==> config.mk <==
export PLATFORM = sky130hd
export DESIGN_NAME = front_pipe_regs
export DESIGN_NICKNAME = d
export VERILOG_FILES = /design/src/rtl/front_pipe_regs.sv
export SDC_FILE = /design/constraint.sdc
export NUM_CORES = 1
export LEC_CHECK = 0
export CAP_MARGIN = 40
export CORE_AREA = 2 2 161 163
export CTS_CLUSTER_DIAMETER = 50
export DETAILED_ROUTE_END_ITERATION = 10
export DIE_AREA = 0 0 163 165
export GPL_TIMING_DRIVEN = 0
export PLACE_DENSITY = 0.64
export SLEW_MARGIN = 20
export SYNTH_ARGS = -nofsm -noshare
export SYNTH_HDL_FRONTEND = slang
export SYNTH_SLANG_ARGS = --single-unit
==> constraint.sdc <==
create_clock -name clk -period 4.6 [get_ports clk]
set_clock_uncertainty 0.1 [all_clocks]
set_input_delay 0.69 -clock clk [delete_from_list [all_inputs] [get_ports clk]]
set_output_delay 0.69 -clock clk [all_outputs]
set_load 0.005 [all_outputs]
==> src/rtl/front_pipe_regs.sv <==
// PC, IF/ID and ID/EX pipeline registers applying stall/flush requests.
// Optional STALL_CNT_EN adds a StallCount port counting Stall_D cycles.
module front_pipe_regs #(
   parameter logic [31:0] PC_RESET = 32'h0000_0000,
   parameter int          CTRL_W   = 8
) (
   input  logic              clk,
   input  logic              reset,
   input  logic              Stall_F,
   input  logic              Stall_D,
   input  logic              Flush_E,
   input  logic              Flush_D,
   input  logic [31:0]       PCNext_F,
   input  logic [31:0]       Instr_F,
   input  logic [31:0]       RegData1_D,
   input  logic [31:0]       RegData2_D,
   input  logic [31:0]       Imm_D,
   input  logic [4:0]        RsAddr_D,
   input  logic [4:0]        RtAddr_D,
   input  logic [4:0]        RdAddr_D,
   input  logic [CTRL_W-1:0] Ctrl_D,
   input  logic [1:0]        Mem2RegSEL_D,
   output logic [31:0]       PC_F,
   output logic [31:0]       Instr_D,
   output logic [31:0]       PCPlus4_D,
   output logic              Valid_D,
   output logic [31:0]       RegData1_E,
   output logic [31:0]       RegData2_E,
   output logic [31:0]       Imm_E,
   output logic [4:0]        RsAddr_E,
   output logic [4:0]        RtAddr_E,
   output logic [4:0]        RdAddr_E,
   output logic [CTRL_W-1:0] Ctrl_E,
   output logic [1:0]        Mem2RegSEL_E,
   output logic              Valid_E
`ifdef STALL_CNT_EN
   ,
   output logic [31:0]       StallCount
`endif
);

   typedef struct packed {
      logic [31:0] instr;
      logic [31:0] pc_plus4;
      logic        valid;
   } ifid_t;

   typedef struct packed {
      logic [31:0]       rd1;
      logic [31:0]       rd2;
      logic [31:0]       imm;
      logic [4:0]        rs;
      logic [4:0]        rt;
      logic [4:0]        rd;
      logic [CTRL_W-1:0] ctrl;
      logic [1:0]        m2r;
      logic              valid;
   } idex_t;

   logic [31:0] pc_q, pc_d;
   ifid_t       ifid_q, ifid_d;
   idex_t       idex_q, idex_d;

   always_comb begin
      // NOTE: every comb output gets a default first so no path leaves it unassigned (no latch).
      pc_d   = pc_q;
      ifid_d = ifid_q;
      idex_d = '0;

      if (!Stall_F)
         pc_d = PCNext_F;

      // A stalled branch has not resolved, so Stall_D outranks Flush_D.
      if (!Stall_D) begin
         if (Flush_D) begin
            ifid_d = '0;
         end else begin
            ifid_d.instr    = Instr_F;
            ifid_d.pc_plus4 = pc_q + 32'd4;
            ifid_d.valid    = 1'b1;
         end
      end

      if (!Flush_E) begin
         idex_d.rd1   = RegData1_D;
         idex_d.rd2   = RegData2_D;
         idex_d.imm   = Imm_D;
         idex_d.rs    = RsAddr_D;
         idex_d.rt    = RtAddr_D;
         idex_d.rd    = RdAddr_D;
         idex_d.ctrl  = Ctrl_D;
         idex_d.m2r   = Mem2RegSEL_D;
         idex_d.valid = ifid_q.valid;
      end
   end

   // NOTE: sequential state uses non-blocking assignment; reset is synchronous and beats all requests.
   always_ff @(posedge clk) begin
      if (reset) begin
         pc_q   <= PC_RESET;
         ifid_q <= '0;
         idex_q <= '0;
      end else begin
         pc_q   <= pc_d;
         ifid_q <= ifid_d;
         idex_q <= idex_d;
      end
   end

`ifdef STALL_CNT_EN
   logic [31:0] stall_cnt_q, stall_cnt_d;

   always_comb begin
      stall_cnt_d = stall_cnt_q;
      if (Stall_D)
         stall_cnt_d = stall_cnt_q + 32'd1;
   end

   always_ff @(posedge clk) begin
      if (reset)
         stall_cnt_q <= '0;
      else
         stall_cnt_q <= stall_cnt_d;
   end

   assign StallCount = stall_cnt_q;
`endif

   assign PC_F         = pc_q;
   assign Instr_D      = ifid_q.instr;
   assign PCPlus4_D    = ifid_q.pc_plus4;
   assign Valid_D      = ifid_q.valid;
   assign RegData1_E   = idex_q.rd1;
   assign RegData2_E   = idex_q.rd2;
   assign Imm_E        = idex_q.imm;
   assign RsAddr_E     = idex_q.rs;
   assign RtAddr_E     = idex_q.rt;
   assign RdAddr_E     = idex_q.rd;
   assign Ctrl_E       = idex_q.ctrl;
   assign Mem2RegSEL_E = idex_q.m2r;
   assign Valid_E      = idex_q.valid;

endmodule

==> impl_metrics.yaml, run 1 <==
clock_tree:
  path_clk_slew_ns: 0.05
  cts_setup_buffers: 0
  clockRootBuffer: "clkbuf_16"
  cts_max_level: 1
  cts.path.max_buffers: 3
  ctsHoldBuffers: 0
  cts_num_sinks: 219
  cts_made_buffers: 29
  cts-resized-gates: 0
  tritoncts: "yes"
  clk_latency_ns: 0.54
cells_and_area:
  area_growth_pct: 76.6
  final_cell_count_no_fill: 1488
  drive_above_1_share_pct: 5.44
  nets: 1327
  final_util_pct: 50.6
  diodes: 0
floorplan:
  fp.dieH_um: 165
  die_x_um: 163
  die-area_sq_mm: 0.0269
  rows: 58
  io_pins: 410
  initial_core_util_pct: 28.7
  core-area_sq_mm: 0.0250
job:
  maxCapViolCount: 0
setup_path:
  required_ns: 4.95
  start_kind: "input pin"
  crit_type: "input pin to register"
  critical_path_arrival_ns: 2.92
  path_max_fanout: 10
  cp-end-kind: "register"
synth:
  synth_edf_count: 0
  avgSynthCellArea_sq_um: 10.3
  ys_async_sr_fraction_pct: 0
  mappedNetlistNets: 887
  postSynthCellCount: 695
  synth_seq_cells: 219
  synthDistinctLibCells: 39
  yosys_warnings: 0
  yosysSeqAreaShare_pct: 61.1
  syn-cell-area_sq_mm: 0.00717
  synth_ff_type: "dfxtp_1"
route:
  drt_iter0_markers: 334
  antenna_left: 0
  avgRoutedWirePerCell_um: 17.5
  via_per_inst: 4.43
  firstDrtPassIters: 4
  drc: 0
  routed_wl_mm: 26.0
  vias: 6594
sta:
  setup_violations: 0
  tightest_slew_ns: 0.831
  slew_headroom_pct: 44.4
  period_share_pct: 55.8
  finalSetupTns_ns: 0
  rsz0062_at_grt: "no"
  hold_ws_ns: 0.352
  maxSlewViolCount: 0
  timing.fmax_mhz: 389
  timing.final.hold_violations: 0
  layout_min_cycle_time_ns: 2.57
status:
  status: "complete, no violations"
placed_design:
  dp_hpwl_mm: 20.2
  placed_cells: 1432
  gp_congestion: 0.841
  port_buffers: 407
pwr:
  switching_share_pct: 22.8
  p_int_w: 0.00370
  p_per_area_mw_per_mm2: 378
  p_leak_nw: 4.91
  vdd_ir_drop_max_mv: 0.294
  p_switching_w: 0.00109
  p_comb_share_pct: 10.2
  p_seq_share_pct: 42.2
  clockPowerShare_pct: 47.5
global_routing:
  grt_pass1_wl_mm: 38.0
  antenna_found_initial: 0
  grt_pass1_vias: 6555
  grt_overflow: 0
  track_usage_pct: 18.4
  grt_max_degree: 15
worst_hold_path:
  hold_path_class: "register to register"
-- cells by family (layout without fill, tap and decap cells) --
family                   Yosys count  after routing  share of synthesized area (%)
AND/OR/NAND/NOR                  305            305                           22.6
flip-flops                       219            219                           61.1
AO/OA/AOI/OAI                     74             74                           7.31
buffers and inverters             51            514                           2.74
multiplexers                      32             32                           4.46
XOR/XNOR                          13             13                           1.59
adder cells (fa/ha/maj)            1              1                          0.174
-- placed cells by master (no fill, tap or decap), types with 4 or more instances in the layout --
cell type,Yosys,layout
a22oi_1,35,35
nand2_1,31,31
clkbuf_1,34,37
nand3_1,16,16
o311ai_0,5,5
nor4_1,9,8
nor2_1,86,86
clkinv_2,0,7
a211o_1,6,6
mux2i_1,32,32
buf_1,9,9
clkbuf_8,0,4
clkdlybuf4s50_1,0,407
xnor2_1,10,10
dfxtp_1,219,219
nand4_1,12,12
a21oi_1,11,11
inv_1,4,4
and2_1,123,123
o21ai_0,10,10
clkbuf_16,0,29
nor3_1,7,7
-- final cells by class --
cell class | count | area (sq um)
Timing Repair Buffer | 409 | 4090
Fill cell | 2350 | 12400
Sequential cell | 219 | 4380
Buffer | 47 | 181
Clock buffer | 36 | 792
Tap cell | 330 | 413
Multi-Input combinational cell | 425 | 2600
Clock inverter | 18 | 199
Inverter | 4 | 15.0
-- critical path, stage by stage --
cell             delay (ns)
clkdlybuf4s50_1        0.46
clkbuf_1               0.29
nor2_1                 0.72
clkbuf_1               0.51
a22oi_1                0.12
nor2_1                 0.12
-- registers in the layout, summed over array words and instances (netlist names), 2 cells and up --
register,flops
Imm_E,32
Mem2RegSEL_E,2
RsAddr_E,5
RegData1_E,32
Ctrl_E,8
RdAddr_E,5
RtAddr_E,5
PC_F,32
PCPlus4_D,32
RegData2_E,32
Instr_D,32
-- worst paths after layout --
kind / from / end / slack (ns) / depth (start not counted)
worst min-delay path: PCPlus4_D[8] / PCPlus4_D[8] / 0.35 / 2
worst max-delay path: Stall_D / PCPlus4_D[6] / 2.03 / 6
worst max register to register: PC_F[2] / PCPlus4_D[28] / 2.13 / 5
worst min register to register: PCPlus4_D[8] / PCPlus4_D[8] / 0.35 / 2
-- routing by layer --
metal  vias up  GRT usage (%)  share of wire (%)
li1       3217              -                  -
met1      3048           21.0                 39
met2       296           33.0                 50
met3        33           6.05                9.6
met4         0           4.91                1.8
met5         -              0                  0
-- Yosys cell counts (2+ instances only) --
master	count	share of area, %
nor2_1	86	4.5
buf_2	2	0.14
mux2i_1	32	4.5
dfxtp_1	219	61
nand3_1	16	1.1
and2_1	123	11
xor2_1	3	0.37
xnor2_1	10	1.2
nor3b_1	3	0.31
nor3_1	7	0.49
o211a_1	2	0.28
nor4b_1	2	0.24
or3_1	3	0.26
a211o_1	6	0.73
nand2_1	31	1.6
a31o_2	2	0.24
or4_1	2	0.21
buf_1	9	0.47
clkbuf_1	34	1.8
inv_1	4	0.21
nand4_1	12	1.0
o21ai_0	10	0.70
o311ai_0	5	0.61
a22oi_1	35	3.7
and3_1	3	0.26
a21oi_1	11	0.77
nor4_1	9	0.78
clkbuf_2	2	0.14
and4_1	2	0.24
-- per-stage QoR --
| stage | setup WS, ns | instance area [sq um] | total power (W) |
|---|---|---|---|
| 6_report | 2.03 | 12700 | 0.00479 |
| 5_1_grt | 1.83 | 12700 | 0.00498 |
| 4_1_cts | 2.01 | 12700 | 0.00485 |
| 3_5_place_dp | 1.45 | 11700 | 0.00256 |
| 3_3_place_gp | 1.47 | 11700 | 0.00255 |
| 2_1_floorplan | 2.54 | 7170 | 0.00219 |
-- power groups by stage --
stage / clock network, W / logic (W) / registers, W
2_1_floorplan: 0 / 0.000124 / 0.00206
3_3_place_gp: 0 / 0.000491 / 0.00206
4_1_cts: 0.00233 / 0.000497 / 0.00202
3_5_place_dp: 0 / 0.000493 / 0.00206
5_1_grt: 0.00242 / 0.000528 / 0.00203
6_report: 0.00228 / 0.000490 / 0.00202
(Power assumes the default switching activity.)
==> run 2, diff against run 1 <==
CORE_AREA = 2 2 158 160   (was 2 2 161 163)
DIE_AREA = 0 0 160 162   (was 0 0 163 165)
PLACE_DENSITY = 0.66   (was 0.64)
clock period = 2.64 ns   (was 4.6 ns; I/O delays follow)
==> run 2 against run 1 <==
Routed wire length fell by 4.5%. Largest cell class unchanged. Utilization increased by 1.6 points. Largest power group unchanged. Via count fell by 0.93%. Register-to-register slack worse by 2.0 ns. Count of clock-buffer cells in the layout fell by 1. Critical path type is now register to register. Power rose by 70%. Critical path depth decreased by 1. Highest routed layer is now met5. Setup slack lost 1.9 ns. First-iteration DRC count is 41% lower. Sequential power grew 74%. Combinational power rose by 72%.
==> impl_metrics.yaml, run 2 (synthesis gave the netlist of run 1 again) <==
global_routing:
  track_usage_pct: 18.4
  grt_max_degree: 15
  grt_overflow: 0
  grt_pass1_vias: 6507
  grt_pass1_wl_mm: 37.6
  antenna_found_initial: 3
sta:
  setup_violations: 0
  period_share_pct: 93.5
  timing.final.hold_violations: 0
  fin_ws_ns: 0.171
  layout_min_cycle_time_ns: 2.47
  hold_ws_ns: 0.207
  finalSetupTns_ns: 0
  tightest_slew_ns: 0.904
  timing.fmax_mhz: 405
  rsz0062_at_grt: "no"
  slew_headroom_pct: 39.3
  maxSlewViolCount: 0
cells_and_area:
  nets: 1323
  final_util_pct: 52.2
  area_growth_pct: 75.4
  mostFrequentLayoutCell: "clkdlybuf4s50_1"
  final_cell_mix: "clkdlybuf4s50_1 (407), dfxtp_1 (219), and2_1 (123), nor2_1 (86), clkbuf_1 (38)"
  diodes: 0
  drive_above_1_share_pct: 4.78
  fillers: 2255
clock_tree:
  clk_latency_ns: 0.53
  cts.path.max_buffers: 3
  tritoncts: "yes"
  cts_num_sinks: 219
  clockRootBuffer: "clkbuf_16"
  cts_setup_buffers: 0
  cts_max_level: 1
  cts_made_buffers: 27
  cts-resized-gates: 0
  path_clk_slew_ns: 0.06
  ctsHoldBuffers: 0
pwr:
  p_per_area_mw_per_mm2: 647
  p_comb_share_pct: 10.4
  p_int_w: 0.00631
  power_w: 0.00814
  vdd_ir_drop_max_mv: 0.515
  p_leak_nw: 4.86
  switching_share_pct: 22.4
  clockPowerShare_pct: 46.4
  p_seq_share_pct: 43.3
  p_switching_w: 0.00182
route:
  avgRoutedWirePerCell_um: 16.8
  drt_iter0_markers: 198
  highest_layer: "met5"
  firstDrtPassIters: 5
  vias: 6533
  routed_wl_mm: 24.8
  wl_met3_mm: 2.61
  via_per_inst: 4.43
  met1_length_mm: 9.33
  drc: 0
  antenna_left: 0
  met2WireLength_mm: 12.5
setup_path:
  startpoint: "PC_F[2]"
  crit_type: "register to register"
  timing.rr.start: "PC_F[2]"
  rr_endpoint: "PCPlus4_D[30]"
  required_ns: 2.96
  reg2reg_slack_ns: 0.17
  path_max_fanout: 8
  reg2reg_depth: 5
  start_kind: "register"
  critical_path_arrival_ns: 2.78
  cp-end-kind: "register"
floorplan:
  fp.dieH_um: 162
  initial_core_util_pct: 29.8
  core-area_sq_mm: 0.0241
  io_pins: 410
  die_x_um: 160
  die-area_sq_mm: 0.0259
  rows: 57
placed_design:
  dp_hpwl_mm: 19.4
  port_buffers: 407
  dp_slack_ns: -0.130
  gp_congestion: 0.808
status:
  status: "complete, no violations"
job:
  maxCapViolCount: 0
worst_hold_path:
  hold_path_class: "input pin to register"
  min_to: "PC_F[23]"
  hold_start: "Stall_F"
  holdPathStages: 3
run 2: how the worst max path moves through the flow:
stage | endpoint | cells after the start
after global placement | Instr_D[26] | 6
after floorplan | PCPlus4_D[28] | 5
after detailed placement | Instr_D[25] | 6
after CTS | PCPlus4_D[30] | 5
final | PCPlus4_D[30] | 5
after global routing | PCPlus4_D[30] | 5
run 2: area by class of cell:
type / instances / area, sq um / share of cell area (%)
tap: 324 / 405 / 3.22
buffer: 47 / 181 / 1.44
timing repair buffer: 407 / 4070 / 32.4
multi-input combinational: 425 / 2600 / 20.7
inverter: 4 / 15.0 / 0.119
clock inverter: 14 / 181 / 1.44
sequential: 219 / 4380 / 34.8
clock buffer: 35 / 746 / 5.92
run 2: worst max-delay path, stage by stage (launching register included):
cell and delay [ns]:
dfxtp_1 0.50, ha_1 0.27, nand4_1 0.33, nor3_1 0.71
a21oi_1 0.15, a211o_1 0.29
run 2: layer usage:
metal  vias up  track usage, %
li1       3216               -
met1      3001            19.9
met2       275            33.5
met3        37            7.69
met4         4            4.22
met5         -               0
run 2: power by group through the flow:
stage	Clock (W)	Sequential, W	Combinational [W]
2_1_floorplan	0	0.00359	0.000216
3_3_place_gp	0	0.00359	0.000848
3_5_place_dp	0	0.00359	0.000852
4_1_cts	0.00387	0.00352	0.000857
5_1_grt	0.00402	0.00354	0.000914
6_report	0.00377	0.00352	0.000845
run 2: per-stage QoR:
stage | cell area (sq um) | instances
4_1_cts | 12600 | 1475
6_report | 12600 | 1475
3_3_place_gp | 11700 | 1426
2_1_floorplan | 7170 | 695
3_5_place_dp | 11700 | 1426
5_1_grt | 12600 | 1475
